**config.mk**
```make
export PLATFORM = sky130hd
export DESIGN_NAME = reg_pipe_elastic
export DESIGN_NICKNAME = d
export VERILOG_FILES = /design/src/rtl/reg_pipe_pkg.sv /design/src/rtl/reg_pipe_stage.sv /design/src/rtl/reg_pipe_elastic.sv
export SDC_FILE = /design/constraint.sdc
export NUM_CORES = 1
export LEC_CHECK = 0
export BUFFER_PORTS_ARGS = -buffer_cell sky130_fd_sc_hd__buf_2
export CAP_MARGIN = 20
export CORE_AREA = 3 3 50 57
export DETAILED_ROUTE_END_ITERATION = 7
export DIE_AREA = 0 0 53 60
export GPL_TIMING_DRIVEN = 0
export PLACE_DENSITY = 0.66
export SLEW_MARGIN = 10
export SYNTH_ARGS = -nofsm -noshare
export SYNTH_HDL_FRONTEND = slang
export SYNTH_SLANG_ARGS = --single-unit
```
**constraint.sdc**
```tcl
create_clock -name clk -period 2.9 [get_ports clk]
set_clock_uncertainty 0.2 [all_clocks]
set_input_delay 0.58 -clock clk [delete_from_list [all_inputs] [get_ports clk]]
set_output_delay 0.58 -clock clk [all_outputs]
set_load 0.005 [all_outputs]
```
**src/rtl/reg_pipe_pkg.sv**
```systemverilog
// Shared sizing helpers and types for the elastic pipeline register.
// Stage struct width follows `REG_PIPE_WIDTH (defaults to 18).
`ifndef REG_PIPE_WIDTH
`define REG_PIPE_WIDTH 18
`endif

package reg_pipe_pkg;

    localparam int unsigned DefaultWidth = `REG_PIPE_WIDTH;
    localparam int unsigned DefaultDepth = 1;

    typedef struct packed {
        logic                       v;
        logic [`REG_PIPE_WIDTH-1:0] d;
    } stage_t;

    // Occupancy counter width; kept at least 1 so a zero-depth build still has a port.
    function automatic int unsigned occ_w(input int unsigned depth);
        return (depth == 0) ? 1 : $clog2(depth + 1);
    endfunction

endpackage

```
**src/rtl/reg_pipe_stage.sv**
```systemverilog
// One valid-tagged register stage of the elastic pipeline.
// Data only loads when the incoming tag is set, so bubbles never disturb held data.
module reg_pipe_stage
    import reg_pipe_pkg::*;
#(
    parameter int unsigned WIDTH = DefaultWidth
) (
    input  logic             clk,
    input  logic             rst_n,
    input  logic             clr_i,
    input  logic             go_i,
    input  logic             v_i,
    input  logic [WIDTH-1:0] d_i,
    output logic             v_o,
    output logic [WIDTH-1:0] d_o
);

    logic             v_q, v_d;
    logic [WIDTH-1:0] d_q, d_d;

    always_comb begin
        v_d = v_q;
        d_d = d_q;
        if (clr_i) begin
            v_d = 1'b0;
        end else if (go_i) begin
            v_d = v_i;
            if (v_i) begin
                d_d = d_i;
            end
        end
    end

    always_ff @(posedge clk or negedge rst_n) begin
        if (!rst_n) begin
            v_q <= 1'b0;
            d_q <= '0;
        end else begin
            v_q <= v_d;
            d_q <= d_d;
        end
    end

    assign v_o = v_q;
    assign d_o = d_q;

endmodule

```
**src/rtl/reg_pipe_elastic.sv**
```systemverilog
// Elastic DEPTH-stage pipeline register with valid/ready backpressure and bubble collapsing.
// Define REG_PIPE_OCC_EN to drive occupancy from a popcount of the stage tags; otherwise it is 0.
module reg_pipe_elastic
    import reg_pipe_pkg::*;
#(
    parameter int unsigned WIDTH = DefaultWidth,
    parameter int unsigned DEPTH = DefaultDepth
) (
    input  logic                    clk,
    input  logic                    rst_n,
    input  logic                    clk_enable,
    input  logic                    sclr,
    input  logic                    in_valid,
    output logic                    in_ready,
    input  logic [WIDTH-1:0]        in_data,
    output logic                    out_valid,
    input  logic                    out_ready,
    output logic [WIDTH-1:0]        out_data,
    output logic [occ_w(DEPTH)-1:0] occupancy
);

    if (DEPTH == 0) begin : g_bypass
        logic unused_ctrl;
        assign unused_ctrl = clk ^ rst_n ^ clk_enable ^ sclr;

        assign out_valid = in_valid;
        assign out_data  = in_data;
        assign in_ready  = out_ready;
        assign occupancy = '0;
    end else begin : g_pipe
        logic             run;
        logic [DEPTH-1:0] go;
        logic [DEPTH-1:0] stage_v;
        logic [WIDTH-1:0] stage_d [DEPTH];

        assign run = clk_enable & ~sclr;

        // Ready ripples back from the output; any empty stage re-opens the chain behind it.
        always_comb begin
            logic chain;
            go    = '0;
            chain = out_ready;
            for (int i = int'(DEPTH) - 1; i >= 0; i--) begin
                chain = ~stage_v[i] | chain;
                go[i] = run & chain;
            end
        end

        for (genvar i = 0; i < DEPTH; i++) begin : g_stage
            logic             v_in;
            logic [WIDTH-1:0] d_in;

            if (i == 0) begin : g_head
                assign v_in = in_valid;
                assign d_in = in_data;
            end else begin : g_body
                assign v_in = stage_v[i-1];
                assign d_in = stage_d[i-1];
            end

            reg_pipe_stage #(
                .WIDTH(WIDTH)
            ) u_stage (
                .clk  (clk),
                .rst_n(rst_n),
                .clr_i(sclr),
                .go_i (go[i]),
                .v_i  (v_in),
                .d_i  (d_in),
                .v_o  (stage_v[i]),
                .d_o  (stage_d[i])
            );
        end

        assign in_ready  = go[0];
        assign out_valid = stage_v[DEPTH-1];
        assign out_data  = stage_d[DEPTH-1];

`ifdef REG_PIPE_OCC_EN
        localparam int unsigned OccW = occ_w(DEPTH);

        always_comb begin
            occupancy = '0;
            for (int i = 0; i < int'(DEPTH); i++) begin
                occupancy = occupancy + OccW'(stage_v[i]);
            end
        end
`else
        assign occupancy = '0;
`endif
    end

endmodule

```
After elaboration in Yosys (flattened, before gate mapping) --
Index checks and enable logic that the tools add are counted.
Word-level totals: logic and storage cells 11, register bits 19, input bits 24
Operators by class: bitwise operators 5, muxes and demuxes 2, reduce and logical (&&, ||, !) cells 2
Operators by type and width (count):
- 3-bit AND reduction | 1
- 1-bit AND | 2
- 1-bit two-way mux | 2
- 1-bit inverter | 2
- 2-bit nonzero test | 1
- 1-bit OR | 1

Logic depth before layout (Yosys ltp) --
Gate-level depths: netlist (run 1).
depth in word-level cells 5, gate-level depth with buffers 5, gate-level depth less buffers 3

Hierarchy --
A second synthesis (run 1) with hierarchy kept.
Unflattened totals: cell total of the unflattened synthesis 45, area total of the unflattened synthesis 798.3 sq um
Modules (own cells, without submodules):
- reg_pipe_stage | instances 1, cells an instance 41, area each 760.7 sq um
- reg_pipe_elastic | instances 1, cells an instance 4, area each 37.5 sq um

Worst setup path after synthesis (run 1) --
No wires, ideal clock.
kind input-to-reg, start point input port out_ready, end point register g_pipe.g_stage[0].u_stage.d_q[0], library setup time 0.125 ns, cell stages on the path 5, setup slack 1.202 ns, path buffers 2, required time 2.575 ns, arrival 1.373 ns, path through nor2b_4 > nand4bb_1 > buf_6 > buf_12 > mux2_4
Between the ends: longest elaborated chain between the ends 3
Ends and longest elaborated chain:
- start, declared | RTL line reg_pipe_elastic.sv:17 | input logic out_ready,
- 1-bit OR | RTL line reg_pipe_elastic.sv:44 | chain = ~stage_v[i] | chain;
- 1-bit AND | RTL line reg_pipe_elastic.sv:45 | go[i] = run & chain;
- 3-bit AND reduction (no source line)
- end signal, assigned | RTL line reg_pipe_stage.sv:37 | d_q <= '0;
- end signal, assigned | RTL line reg_pipe_stage.sv:40 | d_q <= d_d;
- end, declared | RTL line reg_pipe_stage.sv:19 | logic [WIDTH-1:0] d_q, d_d;
No other way between the ends. A chain may end at the register's enable or synchronous reset.

Final worst setup path (run 1) --
start point register g_pipe.g_stage[0].u_stage.v_q, end point output port in_ready
Between the ends: longest elaborated chain between the ends 3
Ends and longest elaborated chain:
- start, declared | RTL line reg_pipe_stage.sv:18 | logic v_q, v_d;
- start signal, assigned | RTL line reg_pipe_stage.sv:39 | v_q <= v_d;
- 1-bit inverter | RTL line reg_pipe_elastic.sv:44
- 1-bit OR | RTL line reg_pipe_elastic.sv:44
- 1-bit AND | RTL line reg_pipe_elastic.sv:45
- end, declared | RTL line reg_pipe_elastic.sv:14 | output logic in_ready,
No other way between the ends.

==> results of run 1 <==
==> cells by family (layout without fill, tap and decap cells) <==
logic type / after synthesis / count (layout) / share of synthesized area
multiplexers: 18 / 18 / 0.296
other: 1 / 1 / 0.00469
AO/OA/AOI/OAI: 1 / 1 / 0.00625
AND/OR/NAND/NOR: 4 / 4 / 0.0501
buffers and inverters: 3 / 50 / 0.0485
flip-flops: 19 / 19 / 0.595
==> power groups by stage <==
stage | registers, W | logic (W) | clock network, W
after floorplan | 0.000354 | 0.0000755 | 0
after global placement | 0.000344 | 0.000164 | 0
after detailed placement | 0.000349 | 0.000166 | 0
after CTS | 0.000343 | 0.000167 | 0.000139
after global routing | 0.000352 | 0.000179 | 0.000151
final | 0.000343 | 0.000163 | 0.000129
==> cell usage in the layout (no fill, tap or decap), types with 3 or more instances in the layout <==
cell type / instances
buf_2: 43
dfrtp_1: 19
mux2_4: 9
mux2_2: 9
clkbuf_4: 3
==> metrics by stage <==
| stage | hold WS, ns | total power [W] |
|---|---|---|
| after floorplan | 0.0844 | 0.000430 |
| after global placement | 0.284 | 0.000508 |
| after detailed placement | 0.290 | 0.000515 |
| after CTS | 0.0148 | 0.000650 |
| after global routing | 0.0145 | 0.000681 |
| final | 0.00944 | 0.000635 |
==> final cells by class <==
type / count / area [µm²] / share of cell area
Tap cell: 30 / 37.5 / 0.0348
Sequential cell: 19 / 475 / 0.440
Clock inverter: 1 / 5.00 / 0.00463
Buffer: 3 / 38.8 / 0.0359
Multi-Input combinational cell: 24 / 285 / 0.264
Clock buffer: 3 / 22.5 / 0.0209
Timing Repair Buffer: 43 / 215 / 0.199
==> routing by layer <==
metal,up-vias,wire [µm]
met3,0,148
li1,252,-
met2,25,830
met5,-,0
met4,0,0
met1,272,632
==> final timing paths <==
kind,startpoint,to,slack [ns]
max,g_pipe.g_stage[0].u_stage.v_o$_DFFE_PN0P_,in_ready,0.93
min,rst_n,g_pipe.g_stage[0].u_stage.d_o[3]$_DFFE_PN0P_,0.009
max reg2reg,g_pipe.g_stage[0].u_stage.v_o$_DFFE_PN0P_,g_pipe.g_stage[0].u_stage.d_o[5]$_DFFE_PN0P_,1.23
min reg2reg,g_pipe.g_stage[0].u_stage.d_o[8]$_DFFE_PN0P_,g_pipe.g_stage[0].u_stage.d_o[8]$_DFFE_PN0P_,0.31
max in group asynchronous,rst_n,g_pipe.g_stage[0].u_stage.v_o$_DFFE_PN0P_,2.19
min in group clk,g_pipe.g_stage[0].u_stage.d_o[8]$_DFFE_PN0P_,g_pipe.g_stage[0].u_stage.d_o[8]$_DFFE_PN0P_,0.31
==> registers in the layout, summed over array words and instances (netlist names) <==
name and count:
g_pipe.g_stage.u_stage.d_o 18, g_pipe.g_stage.u_stage.v_o 1
==> impl_metrics.py, run 1 <==
metrics = {
    "synthesis": {
        "ys_ff_latch": 19,
        "syn_area_per_cell_um2": 17.4,
        "synth_ff_type": "dfrtp_1",
        "synth_edf_count": 0,
        "ys_top_cells_by_count": "dfrtp_1, mux2_2, mux2_4",
        "yosysTopAreaCell": "dfrtp_1",
        "synth_area_um2": 800,
        "yosysUniqueCellTypes": 12,
        "yosys_warnings": 0,
        "yosysSeqAreaShare": 0.595,
        "synthArstFlopShare": 1.00,
        "syn-num-nets": 70,
        "synth_top_area_frac": 0.595,
        "synth.most_common_cell": "dfrtp_1",
        "synth.area.top_cells": "dfrtp_1, mux2_4, mux2_2",
        "synthCells": 46,
    },
    "final_layout": {
        "fin_util": 0.475,
        "fin_nets": 118,
        "final_layout_size_suffix_gt1_frac": 0.742,
        "syn2layout_area_growth_pct": 35.1,
        "fill_cells": 215,
        "final_cell_area_um2": 1080,
        "antenna_cells": 0,
        "final_cells": 123,
    },
    "cts": {
        "root_buffer": "clkbuf_4",
        "cts_buffers": 3,
        "cts_setup_buffers": 0,
        "ctsHoldBuffers": 0,
        "clkLatencyLatePin_ns": 0.28,
        "cts_tree": "yes",
        "cts_buffer_depth": 2,
        "clk_pin_slew_ns": 0.11,
        "cts_sinks": 19,
        "cts-resized-gates": 0,
        "htreeDepth": 1,
    },
    "power_and_ir_drop": {
        "share_comb_of_total_power": 0.257,
        "ir_drop_uv": 326,
        "internal_power_w": 0.000476,
        "clockPowerShare": 0.204,
        "total_leakage_power_nw": 0.577,
        "power_switching_w": 0.000158,
        "switching_share": 0.249,
        "power.density_nw_per_um2": 588,
        "sequentialPowerShare": 0.540,
    },
    "route": {
        "firstDrtPassIters": 2,
        "drc": 0,
        "drt-initial-drc-count": 3,
        "num_vias": 549,
        "wirelength_mm": 1.61,
        "vias_per_cell": 4.46,
        "post_drt_wl_per_cell_um": 13.1,
        "antenna_left": 0,
    },
    "floorplanning": {
        "die_x_um": 53,
        "coreArea_um2": 2270,
        "start_util": 0.351,
        "rows": 18,
        "fp.dieH_um": 60,
        "ioPinCount": 45,
        "dieArea_um2": 3180,
    },
    "global_routing": {
        "antenna_found_initial": 0,
        "grt_overflow": 0,
        "grt.total_usage": 0.111,
        "grt_max_degree": 20,
        "use_met1": 0.138,
        "met2_usage": 0.177,
        "grt_pass1_wl_mm": 2.56,
        "grtUsageMet3": 0.0274,
        "grt_busiest_layer": "met2",
        "grt_pass1_vias": 552,
    },
    "min_path": {
        "holdCritPathClass": "in -> async",
    },
    "critical_path": {
        "critPathMaxFanout": 3,
        "required_ns": 2.12,
        "critPathCaptureType": "primary output",
        "max_stage_delay_ns": 0.40,
        "critical_path_depth": 3,
        "cp_top_family": "flip-flops",
        "cp_cell_sequence": "nor2b_4 > nor3b_1 > buf_2",
        "crit_arrival_ns": 1.19,
        "critical_path_class": "reg -> out",
        "crit_buf_inv": 1,
        "reg2reg_depth": 5,
        "crit_slowest_cell": "dfrtp_1",
        "start_kind": "register",
    },
    "sta": {
        "rsz0062_at_grt": "no",
        "setup_slack_ns": 0.926,
        "drv_slew": 0,
        "setup_viol": 0,
        "hold_viol_final": 0,
        "fin_setup_tns_ns": 0,
        "finalCriticalPeriod_ns": 1.97,
        "post-route-period-util": 0.681,
        "fmax_mhz": 507,
    },
    "placement": {
        "dp_cells": 119,
        "place_area_um2": 1050,
        "place_congestion": 0.687,
        "pre_cts_ws_ns": 0.986,
        "io_buffers": 43,
        "dp_hpwl_mm": 1.25,
    },
    "flow_run": {
        "drv_cap": 0,
    },
    "status": {
        "outcome": "completed",
    },
}
Note: power is estimated with default switching activity, not from simulation.
==> run 2, diff against run 1 <==
--- a/config.mk
+++ b/config.mk
@@ -11,7 +11,7 @@
 export DETAILED_ROUTE_END_ITERATION = 7
 export DIE_AREA = 0 0 53 60
 export GPL_TIMING_DRIVEN = 0
-export PLACE_DENSITY = 0.66
+export PLACE_DENSITY = 0.69
 export SLEW_MARGIN = 10
 export SYNTH_ARGS = -nofsm -noshare
 export SYNTH_HDL_FRONTEND = slang
==> constraint.sdc (replaced) <==
create_clock -name clk -period 1.6 [get_ports clk]
set_clock_uncertainty 0.2 [all_clocks]
set_input_delay 0.32 -clock clk [delete_from_list [all_inputs] [get_ports clk]]
set_output_delay 0.32 -clock clk [all_outputs]
set_load 0.005 [all_outputs]
==> impl_metrics.py, run 2 (synthesis gave the netlist of run 1 again) <==
metrics = {
    "power_and_ir_drop": {
        "total_power_w": 0.00117,
        "power.density_nw_per_um2": 985,
        "ir_drop_uv": 562,
        "total_leakage_power_nw": 0.635,
    },
    "critical_path": {
        "required_ns": 1.08,
        "max_stage_delay_ns": 0.39,
        "critPathCaptureType": "primary output",
        "cp_cell_sequence": "nor2b_4 > nor3b_2 > buf_2",
        "cp-startpoint": "g_pipe.g_stage[0].u_stage.v_o$_DFFE_PN0P_",
        "r2r_end": "g_pipe.g_stage[0].u_stage.d_o[1]$_DFFE_PN0P_",
        "regToRegSetupSlack_ns": -0.01,
        "critical_path_class": "reg -> out",
        "cp_top_family": "flip-flops",
        "critPathMaxFanout": 2,
        "start_kind": "register",
        "crit_slowest_cell": "dfrtp_1",
        "endpoint": "in_ready",
        "crit_arrival_ns": 1.10,
        "reg2reg_depth": 5,
        "crit_buf_inv": 1,
        "rr_startpoint": "g_pipe.g_stage[0].u_stage.v_o$_DFFE_PN0P_",
        "critical_path_depth": 3,
    },
    "route": {
        "firstDrtPassIters": 3,
        "num_vias": 576,
        "antenna_left": 0,
        "drc": 0,
        "wirelength_mm": 1.76,
        "vias_per_cell": 4.43,
        "drt-initial-drc-count": 5,
        "post_drt_wl_per_cell_um": 13.6,
    },
    "cts": {
        "clk_pin_slew_ns": 0.10,
        "cts_tree": "yes",
        "cts_sinks": 19,
        "cts_buffer_depth": 2,
        "htreeDepth": 1,
        "root_buffer": "clkbuf_4",
        "cts_buffers": 3,
        "clkLatencyLatePin_ns": 0.28,
    },
    "sta": {
        "finalCriticalPeriod_ns": 1.62,
        "fmax_mhz": 618,
        "setup_slack_ns": -0.0183,
        "post-route-period-util": 1.01,
        "rsz0062_at_grt": "yes",
        "drv_slew": 0,
        "fin_setup_tns_ns": -0.0372,
        "setup_viol": 5,
        "hold_viol_final": 0,
    },
    "placement": {
        "dp_hpwl_mm": 1.25,
        "place_congestion": 0.689,
        "dp_cells": 119,
        "pre_cts_ws_ns": -0.0491,
        "place_area_um2": 1050,
        "io_buffers": 43,
    },
    "global_routing": {
        "grt_max_degree": 20,
        "grt_pass1_wl_mm": 2.49,
        "grt_pass1_vias": 555,
        "grt.total_usage": 0.108,
        "antenna_found_initial": 0,
        "grt_overflow": 0,
    },
    "status": {
        "outcome": "finished with violations",
        "violations": "setup timing",
    },
    "final_layout": {
        "fin_nets": 125,
        "layout.cells.most_common": "buf_2",
        "syn2layout_area_growth_pct": 49.1,
        "antenna_cells": 0,
        "final_layout_size_suffix_gt1_frac": 0.750,
        "fill_cells": 204,
        "final_cell_area_um2": 1190,
        "layout_common_cells": "buf_2, dfrtp_1, mux2_4, mux2_2, buf_4",
        "final_cells": 130,
        "largest_reg_flops": 18,
    },
    "floorplanning": {
        "ioPinCount": 45,
        "fp.dieH_um": 60,
        "rows": 18,
        "dieArea_um2": 3180,
        "start_util": 0.351,
        "coreArea_um2": 2270,
        "die_x_um": 53,
    },
    "flow_run": {
        "drv_cap": 0,
    },
    "min_path": {
        "holdCritPathClass": "in -> reg",
    },
}
run 2: cell types whose count changed in the layout (fill, tap and decap cells not counted), sizes merged:
| cell | previous run | this run |
|---|---|---|
| buf | 46 | 50 |
| clkinv | 1 | 0 |
| clkbuf | 3 | 6 |
| dlygate4sd3 | 0 | 1 |
run 2: area by class of cell:
| class | instances | area, µm² | share of cell area |
|---|---|---|---|
| tap | 30 | 37.5 | 0.0315 |
| sequential | 19 | 475 | 0.399 |
| multi-input combinational | 24 | 290 | 0.243 |
| buffer | 3 | 38.8 | 0.0325 |
| timing repair buffer | 50 | 324 | 0.272 |
| clock buffer | 4 | 26.3 | 0.0220 |
run 2: through the flow:
step,hold WS [ns],util
final,0.0594,0.524
after detailed placement,0.0776,0.463
after floorplan,-0.176,-
after global routing,0.0519,0.524
after CTS,0.0515,0.493
after global placement,0.0752,0.463
run 2: how the worst min path moves through the flow:
stage | to | depth (start not counted) | slack (ns) | from
floorplan | g_pipe.g_stage[0].u_stage.d_o[0]$_DFFE_PN0P_ | 0 | -0.18 | rst_n
global placement | g_pipe.g_stage[0].u_stage.d_o[4]$_DFFE_PN0P_ | 1 | 0.08 | rst_n
detailed placement | g_pipe.g_stage[0].u_stage.d_o[1]$_DFFE_PN0P_ | 1 | 0.08 | rst_n
CTS | g_pipe.g_stage[0].u_stage.d_o[15]$_DFFE_PN0P_ | 2 | 0.05 | in_data[15]
global route | g_pipe.g_stage[0].u_stage.d_o[15]$_DFFE_PN0P_ | 2 | 0.05 | in_data[15]
finish | g_pipe.g_stage[0].u_stage.d_o[16]$_DFFE_PN0P_ | 2 | 0.06 | in_data[16]
run 2: worst register-to-register path, delay by kind of cell (launching register included):
family                 cells  cell delay [ns]
DFF                        1             0.39
buffers and inverters      2             0.32
muxes                      1             0.29
and+or+nand+nor            2             0.31
run 2: power breakdown:
group	internal (W)	leakage (nW)	switching [W]	total (W)
Combinational	0.000217	0.393	0.000108	0.000325
Clock	0.0000966	0.0150	0.000131	0.000228
Sequential	0.000576	0.227	0.0000460	0.000622
Total	0.000890	0.635	0.000285	0.00117
run 2: metal layers:
layer  global-route usage  routed length [µm]
met1                0.121                 668
met2                0.199                 961
met3               0.0249                 133
met4               0.0328                   0
met5                    0                   0
run 2: repair_timing:
item / 4_1_cts / 5_1_grt
endpoints found under the hold margin: 19 / 0
gates cloned: 0 / 2
endpoints found under the setup margin: 10 / 15
resized for setup: 1 / 1
pin swaps: 1 / 0
buffers inserted: 2 / 2
hold buffers: 1 / 0
